## src/rtl/arm_pipelined_mul_flag_unit.sv

```systemverilog
// Iterative MUL/MLA/UMULL/SMULL unit for the Execute stage.
// Retires BITS_PER_CYCLE multiplier bits per cycle and reports NZ flag updates on completion.
module arm_pipelined_mul_flag_unit #(
  parameter int unsigned BITS_PER_CYCLE = 2
) (
  input  logic        i_CLK,
  input  logic        i_NRESET,
  input  logic        i_Start,
  input  logic [1:0]  i_Op,
  input  logic        i_SetFlags,
  input  logic        i_Flush,
  input  logic [31:0] i_Rm,
  input  logic [31:0] i_Rs,
  input  logic [31:0] i_Rn,
  output logic        o_Busy,
  output logic        o_Done,
  output logic [31:0] o_ResultLo,
  output logic [31:0] o_ResultHi,
  output logic [1:0]  o_Flag_Write,
  output logic [3:0]  o_Flags
);

  localparam int unsigned STEPS = 32 / BITS_PER_CYCLE;
  localparam int unsigned CNT_W = 6;

  localparam logic [1:0] S_IDLE   = 2'd0;
  localparam logic [1:0] S_CALC   = 2'd1;
  localparam logic [1:0] S_FINISH = 2'd2;
  localparam logic [1:0] S_DONE   = 2'd3;

  localparam logic [1:0] OP_MUL   = 2'b00;
  localparam logic [1:0] OP_MLA   = 2'b01;
  localparam logic [1:0] OP_SMULL = 2'b11;

  logic [1:0]       state_q, state_d;
  logic [1:0]       op_q, op_d;
  logic             setf_q, setf_d;
  logic             neg_q, neg_d;
  logic [31:0]      rn_q, rn_d;
  logic [63:0]      mcand_q, mcand_d;
  logic [31:0]      mplier_q, mplier_d;
  logic [63:0]      acc_q, acc_d;
  logic [CNT_W-1:0] cnt_q, cnt_d;
  logic [31:0]      lo_q, lo_d;
  logic [31:0]      hi_q, hi_d;
  logic [1:0]       fw_q, fw_d;
  logic [3:0]       flags_q, flags_d;
  logic             done_q, done_d;

  logic [63:0] partial;
  logic [63:0] signed_v;
  logic [31:0] final_lo;
  logic [31:0] final_hi;
  logic        res_n;
  logic        res_z;
  logic        start_ok;
  logic [31:0] rm_mag;
  logic [31:0] rs_mag;

  // Partial product of the shifted multiplicand and the low multiplier slice.
  always_comb begin
    partial = '0;
    for (int unsigned i = 0; i < BITS_PER_CYCLE; i++) begin
      if (mplier_q[i]) partial = partial + (mcand_q << i);
    end
  end

  // Final value after sign restoration and accumulate, plus its NZ flags.
  always_comb begin
    signed_v = neg_q ? (~acc_q + 64'd1) : acc_q;
    final_lo = signed_v[31:0] + ((op_q == OP_MLA) ? rn_q : 32'd0);
    final_hi = op_q[1] ? signed_v[63:32] : 32'd0;
    res_n    = op_q[1] ? final_hi[31] : final_lo[31];
    res_z    = op_q[1] ? ({final_hi, final_lo} == 64'd0) : (final_lo == 32'd0);
  end

  assign start_ok = i_Start && !i_Flush;
  assign rm_mag   = ((i_Op == OP_SMULL) && i_Rm[31]) ? (~i_Rm + 32'd1) : i_Rm;
  assign rs_mag   = ((i_Op == OP_SMULL) && i_Rs[31]) ? (~i_Rs + 32'd1) : i_Rs;

  always_ff @(posedge i_CLK or negedge i_NRESET) begin
    if (!i_NRESET) begin
      state_q  <= S_IDLE;
      op_q     <= '0;
      setf_q   <= 1'b0;
      neg_q    <= 1'b0;
      rn_q     <= '0;
      mcand_q  <= '0;
      mplier_q <= '0;
      acc_q    <= '0;
      cnt_q    <= '0;
      lo_q     <= '0;
      hi_q     <= '0;
      fw_q     <= '0;
      flags_q  <= '0;
      done_q   <= 1'b0;
    end else begin
      state_q  <= state_d;
      op_q     <= op_d;
      setf_q   <= setf_d;
      neg_q    <= neg_d;
      rn_q     <= rn_d;
      mcand_q  <= mcand_d;
      mplier_q <= mplier_d;
      acc_q    <= acc_d;
      cnt_q    <= cnt_d;
      lo_q     <= lo_d;
      hi_q     <= hi_d;
      fw_q     <= fw_d;
      flags_q  <= flags_d;
      done_q   <= done_d;
    end
  end

  // Next-state and datapath control; flag outputs default to cleared.
  always_comb begin
    state_d  = state_q;
    op_d     = op_q;
    setf_d   = setf_q;
    neg_d    = neg_q;
    rn_d     = rn_q;
    mcand_d  = mcand_q;
    mplier_d = mplier_q;
    acc_d    = acc_q;
    cnt_d    = cnt_q;
    lo_d     = lo_q;
    hi_d     = hi_q;
    fw_d     = 2'b00;
    flags_d  = 4'b0000;
    done_d   = 1'b0;

    case (state_q)
      S_IDLE: begin
        if (start_ok) begin
          op_d     = i_Op;
          setf_d   = i_SetFlags;
          neg_d    = (i_Op == OP_SMULL) && (i_Rm[31] ^ i_Rs[31]);
          rn_d     = i_Rn;
          mcand_d  = {32'd0, rm_mag};
          mplier_d = rs_mag;
          acc_d    = '0;
          cnt_d    = CNT_W'(STEPS);
          state_d  = S_CALC;
        end
      end
      S_CALC: begin
        if (i_Flush) begin
          state_d = S_IDLE;
        end else begin
          acc_d    = acc_q + partial;
          mcand_d  = mcand_q << BITS_PER_CYCLE;
          mplier_d = mplier_q >> BITS_PER_CYCLE;
          cnt_d    = cnt_q - CNT_W'(1);
          if (cnt_q == CNT_W'(1)) state_d = S_FINISH;
        end
      end
      S_FINISH: begin
        if (i_Flush) begin
          state_d = S_IDLE;
        end else begin
          lo_d    = final_lo;
          hi_d    = final_hi;
          flags_d = {res_n, res_z, 2'b00};
          fw_d    = setf_q ? 2'b10 : 2'b00;
          done_d  = 1'b1;
          state_d = S_DONE;
        end
      end
      default: begin
        state_d = S_IDLE;
      end
    endcase
  end

  // Busy asserts combinationally in the accepting IDLE cycle so Execute stalls at once.
  assign o_Busy = i_NRESET && ((state_q == S_CALC) || (state_q == S_FINISH) ||
                               ((state_q == S_IDLE) && start_ok));

  assign o_Done       = done_q;
  assign o_ResultLo   = lo_q;
  assign o_ResultHi   = hi_q;
  assign o_Flag_Write = fw_q;
  assign o_Flags      = flags_q;

endmodule
```

## config.mk

```make
export PLATFORM = sky130hd
export DESIGN_NAME = arm_pipelined_mul_flag_unit
export DESIGN_NICKNAME = d
export VERILOG_FILES = /design/src/rtl/arm_pipelined_mul_flag_unit.sv
export SDC_FILE = /design/constraint.sdc
export NUM_CORES = 1
export LEC_CHECK = 0
export ABC_CLOCK_PERIOD_IN_PS = 13870
export BUFFER_PORTS_ARGS = -buffer_cell sky130_fd_sc_hd__buf_2
export CAP_MARGIN = 20
export CORE_UTILIZATION = 30
export CTS_BUF_LIST = sky130_fd_sc_hd__clkbuf_8
export CTS_CLUSTER_DIAMETER = 150
export DETAILED_ROUTE_END_ITERATION = 7
export SLEW_MARGIN = 25
export SYNTH_ARGS = -nofsm -noshare
export SYNTH_HDL_FRONTEND = slang
export SYNTH_SLANG_ARGS = --single-unit
```

## constraint.sdc

```tcl
create_clock -name i_CLK -period 13.87 [get_ports i_CLK]
set_input_delay 4.161 -clock i_CLK [delete_from_list [all_inputs] [get_ports i_CLK]]
set_output_delay 4.161 -clock i_CLK [all_outputs]
set_load 0.01 [all_outputs]
```

==> out/results.ini, run 1 <==
[outcome]
status=finished, final reports clean

[global_routing]
antenna_found_initial=8
grt_pass1_vias=21000
overflow=0
grt_max_degree=89
grt_pass1_wl_um=116000
grtUsageTotal_pct=17.4

[sta]
slew_viol_final=0
timing_hold_violations_final=0
setup_violations=0
tns_ns=0
finalCriticalPeriod_ns=9.42
fin_crit_sh_pct=67.9
fmax_mhz=106
maxSlewHeadroom_pct=31.0
setup_ws_ns=4.45
finalClockSkew_ns=0.0519
tightest_slew_ns=1.04
rsz0062_at_grt=no

[synthesis]
ys_ff_latch=272
synthFlopType=dfrtp_1
ys_types=85
async_flop_share_pct=100
synthCells=3100
synth-seq-area-share_pct=28.2
synth_warnings=0
synth-edff-count=0
netlist_area_um2=24100
post_synth.cell_area_avg_um2=7.77

[routing]
drt-met1-wl_um=35800
drt_pass1_iterations=7
routed_wl_um=72100
dr.max_layer_used=met5
met2_wirelength_um=30800
wl_met3_um=3860
drc=0
post_drt_wl_per_cell_um=17.0
num_vias=22100
ant_nets=0
drt_iter0_drc=1666
vias_per_cell=5.21

[placed_design]
place.gp.congestion=0.914
dpl_cell_area_um2=25700
io_buffers=171
pre_cts_ws_ns=4.46
dp_hpwl_um=53400

[critical_path]
r2r_setup_slack_ns=5.35
r2r_start=mplier_q[0]
start_kind=input pin
crit_fanout=40
worst-setup-path-type=in2out
r2r_cells=25
arrival_ns=5.26
required_ns=9.71
cp-end-kind=primary output
timing.rr.end=acc_q[63]

[clock_network]
cts_sinks=272
hold_buffers=0
cts_max_path_buffers=3
cts_resized=0
h-tree-depth=2
cts_setup_buffers=0
cts_root_buffer=clkbuf_8
cts-buffers-inserted=53
worstSkewPairLatency_ns=0.69
cts_tree=yes
path_clk_slew_ns=0.06

[floorplan]
die_x_um=285
rows=103
ios=175
die_h_um=285
dieArea_um2=81500
start_util_pct=30.4
core_region_area_um2=79300

[power_and_ir_drop]
power.total_mw=5.21
powerDensity_nw_per_um2=194
leakage_nw=12.3
ir_drop_mv=0.0826

[finish]
drive_gt1_share_pct=11.7
ff_latch_area_um2=6810
syn2layout_area_growth_pct=11.6
postLayoutCoreUtil_pct=33.9
layout.nets=3396
multiInputGateArea_um2=16300
fillers=8357
final_cell_area_um2=26900

[min_path]
hp-start=o_ResultLo[13]
hold_class=reg2reg
worstHoldPathCells=2
holdPathEnd=o_ResultLo[13]

[job]
drv_cap=0

report_power, final:
group	internal (mW)	switching [mW]	total [mW]	leakage (nW)
Clock	0.499	0.398	0.897	0.632
Sequential	1.08	0.440	1.52	3.56
Combinational	1.09	1.71	2.80	8.09
Total	2.66	2.55	5.21	12.3
worst max-delay path: stages:
cell,delay (ns)
buf_2,0.11
nand3b_1,0.11
buf_4,0.49
a21boi_0,0.21
buf_2,0.18
flip-flops by register name (all words and copies together) (netlist names):
| signal | flops |
|---|---|
| o_ResultLo | 32 |
| o_ResultHi | 32 |
| acc_q | 64 |
| neg_q | 1 |
| mcand_q | 64 |
| mplier_q | 32 |
| o_Flags | 2 |
| o_Done | 1 |
| o_Flag_Write | 1 |
| cnt_q | 6 |
| state_q | 2 |
| rn_q | 32 |
| setf_q | 1 |
| op_q | 2 |
synthesized netlist by cell type, types with 10 or more instances:
| cell type | count | area share (%) |
|---|---|---|
| o21bai_1 | 28 | 0.87 |
| a22oi_1 | 22 | 0.69 |
| nor2_1 | 190 | 3.0 |
| or4_1 | 20 | 0.62 |
| o21ai_0 | 310 | 6.4 |
| a21oi_1 | 253 | 5.3 |
| a21o_1 | 105 | 3.3 |
| nand2_1 | 431 | 6.7 |
| and2_1 | 77 | 2.0 |
| o22ai_1 | 10 | 0.26 |
| or3_1 | 38 | 0.99 |
| nor3_1 | 44 | 0.91 |
| nand3b_1 | 11 | 0.34 |
| nand3_1 | 116 | 2.4 |
| clkbuf_1 | 167 | 2.6 |
| buf_1 | 27 | 0.42 |
| mux2_2 | 59 | 2.8 |
| inv_1 | 70 | 1.1 |
| nor4_1 | 34 | 0.88 |
| xor2_1 | 112 | 4.1 |
| o21a_1 | 20 | 0.62 |
| xnor2_1 | 175 | 6.4 |
| ha_1 | 143 | 7.4 |
| a31oi_1 | 34 | 0.88 |
| nand4_1 | 31 | 0.80 |
| o31ai_1 | 36 | 1.1 |
| o41ai_1 | 14 | 0.51 |
| nor2b_1 | 39 | 1.0 |
| dfrtp_1 | 272 | 28 |
| nand2b_1 | 28 | 0.73 |
| and3_1 | 17 | 0.44 |
| or2_2 | 10 | 0.26 |
cell type report:
| class | count | share of cell area, % |
|---|---|---|
| antenna | 3 | 0.0279 |
| clock buffer | 64 | 3.28 |
| clock inverter | 31 | 1.04 |
| inverter | 72 | 1.01 |
| multi-input combinational | 2558 | 60.7 |
| sequential | 272 | 25.3 |
| tap | 1050 | 4.89 |
| timing repair buffer | 190 | 3.77 |
how the worst max path moves through the flow:
stage | startpoint | endpoint | slack [ns]
final | i_Flush | o_Busy | 4.45
after global routing | i_Flush | o_Busy | 4.35
after CTS | i_Flush | o_Busy | 4.44
after detailed placement | i_Flush | o_Busy | 4.46
after global placement | i_Flush | o_Busy | 4.44
after floorplan | i_Flush | o_Busy | 4.53
logic make-up (layout without fill, tap and decap cells):
family / Yosys count / count (layout) / share of synthesized area (%)
buffers and inverters: 272 / 357 / 4.31
xor gates and xnor gates: 288 / 288 / 10.5
AOI/OAI and AO/OA: 942 / 942 / 24.1
other: 1 / 6 / 0.0156
and+or+nand+nor: 1117 / 1117 / 22.3
muxes: 61 / 61 / 2.84
adders and majority gates: 147 / 147 / 7.72
DFF: 272 / 272 / 28.2
per-layer routing:
metal / global-route usage, % / vias up
li1: - / 11200
met1: 25.4 / 10300
met2: 26.5 / 541
met3: 2.40 / 94
met4: 5.07 / 8
met5: 0 / -
metrics by stage:
step	hold WS, ns	instances
2_1_floorplan	0.447	3102
3_3_place_gp	0.455	4142
3_5_place_dp	0.459	4142
4_1_cts	0.474	4237
5_1_grt	0.493	4239
6_report	0.467	4240
cells in the final DEF (no fill, tap or decap), types with 64 or more instances in the layout:
| cell type | n |
|---|---|
| a21o_1 | 104 |
| a21oi_1 | 252 |
| and2_1 | 77 |
| buf_2 | 170 |
| clkbuf_8 | 64 |
| dfrtp_1 | 270 |
| ha_1 | 142 |
| inv_1 | 78 |
| nand2_1 | 431 |
| nand3_1 | 116 |
| nor2_1 | 189 |
| o21ai_0 | 310 |
| xnor2_1 | 175 |
| xor2_1 | 112 |
No activity file was read; power rests on OpenSTA's default activity.
==> inputs of run 2 (changes only) <==
--- a/config.mk
+++ b/config.mk
@@ -5,7 +5,7 @@
 export SDC_FILE = /design/constraint.sdc
 export NUM_CORES = 1
 export LEC_CHECK = 0
-export ABC_CLOCK_PERIOD_IN_PS = 13870
+export ABC_CLOCK_PERIOD_IN_PS = 8200
 export BUFFER_PORTS_ARGS = -buffer_cell sky130_fd_sc_hd__buf_2
 export CAP_MARGIN = 20
 export CORE_UTILIZATION = 30
==> constraint.sdc (replaced) <==
create_clock -name i_CLK -period 8.2 [get_ports i_CLK]
set_input_delay 2.46 -clock i_CLK [delete_from_list [all_inputs] [get_ports i_CLK]]
set_output_delay 2.46 -clock i_CLK [all_outputs]
set_load 0.01 [all_outputs]
==> run 2 against run 1 <==
  * Global-route usage fell by 0.071 points
  * Sequential share of layout area hardly changed
  * Wire length down 0.26%
  * Worst hold slack improved by 0.0010 ns
  * Cell count is 0.12% higher
  * Power up 69%
  * Worst setup slack worse by 3.6 ns
  * Core utilization hardly changed
  * Critical path type is now reg2reg
  * Largest power group unchanged
==> out/results.ini, run 2 (synthesis gave the netlist of run 1 again) <==
[outcome]
status=finished, final reports clean

[critical_path]
required_ns=8.74  ; -0.97 ns
worst-setup-path-type=reg2reg
arrival_ns=7.90  ; +2.64 ns
r2r_cells=30  ; +20%
max_stage_delay_ns=0.62  ; +0.13 ns
worst_path_max_delay_cell=dfrtp_4
start_kind=flip-flop
r2r_start=mplier_q[0]
cp-end-kind=flip-flop
timing.rr.end=acc_q[63]
crit_fanout=34  ; -15%
r2r_setup_slack_ns=0.84  ; -4.51 ns

[global_routing]
grt_pass1_vias=20700  ; -1.6%
grtUsageTotal_pct=17.3  ; -0.071 points
grt_pass1_wl_um=115000  ; -0.63%
antenna_found_initial=13  ; +5
overflow=0  ; unchanged
grt_max_degree=127  ; +43%

[finish]
drive_gt1_share_pct=11.6  ; -0.074 points
fillers=8377  ; +0.24%
syn2layout_area_growth_pct=11.7
layout.nets=3400  ; +0.12%
mostFrequentLayoutCell=nand2_1
postLayoutCoreUtil_pct=34.0  ; +0.049 points
layout_common_cells=431 x nand2_1, 309 x o21ai_0, 270 x dfrtp_1, 252 x a21oi_1, 189 x nor2_1
reg.largest.list=acc_q: 64 flops, mcand_q: 64 flops

[job]
drv_cap=0  ; unchanged

[sta]
finalCriticalPeriod_ns=7.36
timing_hold_violations_final=0  ; unchanged
rsz0062_at_grt=no
fin_crit_sh_pct=89.8
maxSlewHeadroom_pct=35.1  ; +4.2 points
slew_viol_final=0  ; unchanged
fmax_mhz=136
finalClockSkew_ns=0.0365  ; -0.0154 ns
tightest_slew_ns=0.973  ; -0.0627 ns
setup_violations=0  ; unchanged
tns_ns=0  ; unchanged

[clock_network]
worstSkewPairLatency_ns=0.65  ; -0.04 ns
cts_resized=0  ; unchanged
cts-buffers-inserted=52  ; -1.9%
cts_tree=yes
cts_max_path_buffers=3  ; unchanged
cts_sinks=272  ; unchanged
hold_buffers=0  ; unchanged
cts_setup_buffers=0  ; unchanged
h-tree-depth=2  ; unchanged
cts_root_buffer=clkbuf_8
path_clk_slew_ns=0.06  ; about the same

[min_path]
worstHoldPathCells=2  ; unchanged
holdPathEnd=o_ResultHi[22]
hold_class=reg2reg
hp-start=o_ResultHi[22]

[routing]
drt_iter0_drc=1712  ; +2.8%
ant_nets=0  ; unchanged
post_drt_wl_per_cell_um=16.9  ; -0.38%
vias_per_cell=5.24  ; +0.39%
drt_pass1_iterations=5  ; -2
routed_wl_um=71900  ; -0.26%
drc=0  ; unchanged
num_vias=22200  ; +0.51%

[placed_design]
dp_hpwl_um=54400  ; +1.8%
io_buffers=171  ; unchanged
place.gp.congestion=0.916  ; +0.16%

[floorplan]
die_h_um=285  ; unchanged
rows=103  ; unchanged
dieArea_um2=81500  ; unchanged
core_region_area_um2=79300  ; unchanged
start_util_pct=30.4  ; unchanged
die_x_um=285  ; unchanged
ios=175  ; unchanged

[power_and_ir_drop]
leakage_nw=12.3  ; +0.32%
ir_drop_mv=0.161  ; +94%
powerDensity_nw_per_um2=327  ; +68%

==> run 2: where the power goes <==
part / total, mW / leakage, nW / internal (mW) / switching, mW
logic: 4.80 / 8.13 / 1.85 / 2.95
registers: 2.54 / 3.56 / 1.82 / 0.713
clock network: 1.45 / 0.632 / 0.821 / 0.630
total: 8.79 / 12.3 / 4.50 / 4.29
==> run 2: worst max-delay path: cells and delay by family, from the launching register on <==
kind | cells | cell delay, ns
buf+inv | 3 | 0.21
fa+ha+maj | 3 | 0.97
xor+xnor | 3 | 0.63
compound gates | 11 | 3.14
flops | 1 | 0.62
simple gates | 10 | 1.70
==> run 2: layout make-up <==
class | instances | area (um^2) | area share, %
sequential | 272 | 6810 | 25.3
clock inverter | 27 | 214 | 0.795
multi-input combinational | 2558 | 16300 | 60.5
tap | 1050 | 1310 | 4.88
inverter | 72 | 270 | 1.00
antenna | 5 | 12.5 | 0.0465
clock buffer | 66 | 908 | 3.37
timing repair buffer | 195 | 1090 | 4.05
==> run 2: worst max path at each step <==
stage	startpoint	endpoint	slack, ns	cells past startpoint
3_5_place_dp	mplier_q[0]	acc_q[63]	0.84	30
3_3_place_gp	mplier_q[0]	acc_q[63]	1.06	30
2_1_floorplan	mplier_q[0]	acc_q[63]	0.11	35
6_report	mplier_q[0]	acc_q[63]	0.84	30
5_1_grt	mplier_q[0]	acc_q[63]	0.29	30
4_1_cts	mplier_q[0]	acc_q[63]	0.87	30
==> run 2: per-stage QoR <==
| step | setup slack [ns] | cells | hold slack [ns] | power (mW) | area, um^2 |
|---|---|---|---|---|---|
| 4_1_cts | 0.874 | 4239 | 0.476 | 8.82 | 26900 |
| 3_3_place_gp | 1.06 | 4146 | 0.453 | 7.29 | 25800 |
| 5_1_grt | 0.291 | 4242 | 0.487 | 9.55 | 26900 |
| 3_5_place_dp | 0.838 | 4146 | 0.461 | 7.32 | 25800 |
| 6_report | 0.837 | 4245 | 0.468 | 8.79 | 26900 |
| 2_1_floorplan | 0.107 | 3102 | 0.447 | 5.93 | 24100 |
==> run 2: metal layers <==
metal | track usage (%) | part of all wire (%)
met4 | 4.13 | 1.9
met5 | 0 | 0.15
met2 | 25.0 | 41
met3 | 2.69 | 6.0
met1 | 26.6 | 51
==> inputs of run 3 (changes only) <==
--- a/config.mk
+++ b/config.mk
@@ -6,7 +6,7 @@
 export NUM_CORES = 1
 export LEC_CHECK = 0
 export ABC_CLOCK_PERIOD_IN_PS = 8200
-export BUFFER_PORTS_ARGS = -buffer_cell sky130_fd_sc_hd__buf_2
+export BUFFER_PORTS_ARGS = -buffer_cell sky130_fd_sc_hd__buf_4
 export CAP_MARGIN = 20
 export CORE_UTILIZATION = 30
 export CTS_BUF_LIST = sky130_fd_sc_hd__clkbuf_8
==> run 3 against run 2 <==
  * Core utilization is 0.59 points higher
  * First-iteration DRC count rose by 1.7%
  * Clock skew up 0.039 ns
  * Combinational power up 2%
  * Sequential cell count stayed put
  * Register-to-register slack lost 0.11 ns
  * Sequential power is essentially flat
  * Global-route usage grew 0.35 points
  * Critical path type unchanged
  * Critical endpoint unchanged
  * Largest cell class unchanged
==> out/results.ini, run 3 (synthesis gave the netlist of run 1 again) <==
[outcome]
status=finished, final reports clean

[floorplan]
die_x_um=285  ; unchanged
dieArea_um2=81500  ; unchanged
start_util_pct=30.4  ; unchanged
die_h_um=285  ; unchanged
ios=175  ; unchanged
rows=103  ; unchanged
core_region_area_um2=79300  ; unchanged

[critical_path]
arrival_ns=8.02  ; +0.12 ns
max_stage_delay_ns=0.73  ; +0.11 ns
required_ns=8.75  ; about the same
worst-setup-path-type=reg2reg
path_buf_inv=3  ; unchanged
critical-path-top-delay-family=compound AO/OA/AOI/OAI gates
cp-end-kind=flip-flop
crit_fanout=30  ; -12%
r2r_cells=30  ; unchanged
cp.depth=30  ; unchanged
start_kind=flip-flop
worst_path_max_delay_cell=o311ai_0

[sta]
rsz0062_at_grt=no
tightest_slew_ns=0.964  ; -0.00902 ns
finalCriticalPeriod_ns=7.47  ; +0.108 ns
maxSlewHeadroom_pct=35.8  ; +0.60 points
setup_ws_ns=0.729  ; -0.108 ns
tns_ns=0  ; unchanged
fin_crit_sh_pct=91.1  ; +1.3 points
timing_hold_violations_final=0  ; unchanged
fmax_mhz=134  ; -1.4%
slew_viol_final=0  ; unchanged
finalClockSkew_ns=0.0756  ; +0.0391 ns
setup_violations=0  ; unchanged

[finish]
syn2layout_area_growth_pct=13.7
final_cell_count_no_fill=4243  ; -0.047%
layout_common_cells=431 x nand2_1, 309 x o21ai_0, 270 x dfrtp_1, 252 x a21oi_1, 192 x buf_4
reg.largest.list=acc_q: 64 flops, mcand_q: 64 flops
mostFrequentLayoutCell=nand2_1
drive_gt1_share_pct=11.7  ; +0.055 points
postLayoutCoreUtil_pct=34.6  ; +0.59 points
layout.nets=3401  ; +0.029%

[clock_network]
cts_sinks=272  ; unchanged
worstSkewPairLatency_ns=0.68  ; +0.03 ns
cts_resized=0  ; unchanged
hold_buffers=0  ; unchanged
cts_max_path_buffers=3  ; unchanged
cts-buffers-inserted=54  ; +3.8%
path_clk_slew_ns=0.06  ; about the same
h-tree-depth=2  ; unchanged
cts_setup_buffers=0  ; unchanged
cts_root_buffer=clkbuf_8
cts_tree=yes

[global_routing]
grt_pass1_vias=21100  ; +1.8%
grt_max_degree=134  ; +5.5%
grtUsageTotal_pct=17.7  ; +0.35 points
antenna_found_initial=2  ; -11
overflow=0  ; unchanged
grt_pass1_wl_um=118000  ; +2.2%

[routing]
drc=0  ; unchanged
vias_per_cell=5.24  ; about the same
ant_nets=0  ; unchanged
post_drt_wl_per_cell_um=17.2  ; +1.5%
drt_iter0_drc=1741  ; +1.7%
num_vias=22200  ; -0.045%
drt_pass1_iterations=7  ; +2
routed_wl_um=72900  ; +1.4%

[power_and_ir_drop]
powerDensity_nw_per_um2=329  ; +0.81%
leakage_nw=12.4  ; +0.97%
ir_drop_mv=0.154  ; -4.3%

[min_path]
hold_class=reg2reg
worstHoldPathCells=2  ; unchanged

[placed_design]
pre_cts_ws_ns=0.895  ; +0.0569 ns
place.gp.congestion=0.927  ; +1.2%
dp_hpwl_um=54700  ; +0.71%
dp_cells=4146  ; unchanged
io_buffers=171  ; unchanged

[job]
drv_cap=0  ; unchanged

run 3: cell types whose count changed in the layout (fill, tap and decap cells not counted), sizes merged:
cell | previous run | this run
clkinv | 12 | 11
buf | 195 | 194
clkinvlp | 0 | 1
diode | 5 | 1
bufinv | 3 | 6
run 3: final timing paths:
| check | end | from | slack [ns] |
|---|---|---|---|
| min in group asynchronous | o_ResultHi[29] | i_NRESET | 1.75 |
| max in group asynchronous | neg_q | i_NRESET | 5.01 |
| min reg2reg | o_ResultLo[28] | o_ResultLo[28] | 0.47 |
| min | o_ResultLo[28] | o_ResultLo[28] | 0.47 |
| max | acc_q[63] | mplier_q[0] | 0.73 |
| max reg2reg | acc_q[63] | mplier_q[0] | 0.73 |
run 3: routing by layer:
| metal | vias up | GRT usage [%] | share of wire [%] |
|---|---|---|---|
| li1 | 11200 | - | - |
| met1 | 10300 | 27.1 | 51 |
| met2 | 588 | 25.5 | 41 |
| met3 | 90 | 2.61 | 5.8 |
| met4 | 0 | 4.48 | 2.1 |
| met5 | - | 0 | 0 |
run 3: per-stage QoR:
step | instance area [um^2] | hold slack, ns | total power [mW]
5_1_grt | 27400 | 0.496 | 9.79
2_1_floorplan | 24100 | 0.447 | 5.93
4_1_cts | 27400 | 0.476 | 9.05
6_report | 27400 | 0.472 | 9.02
3_5_place_dp | 26200 | 0.465 | 7.42
3_3_place_gp | 26200 | 0.454 | 7.39
run 3: tightest hold or removal path, cell delays in order, from the launching register on:
cell and delay, ns:
dfrtp_1 0.34, nand2_1 0.05, nand2_1 0.05
run 3: where the power goes:
group          internal [mW]  switching [mW]  leakage, nW
registers               1.82           0.720         3.56
clock network          0.920           0.662        0.671
logic                   1.93            2.97         8.21
run 3: layout make-up:
class | instances | area (um^2)
antenna | 1 | 2.50
clock inverter | 30 | 307
fill | 8437 | 51900
timing repair buffer | 194 | 1480
tap | 1050 | 1310
inverter | 72 | 270
clock buffer | 66 | 908
sequential | 272 | 6810
multi-input combinational | 2558 | 16300
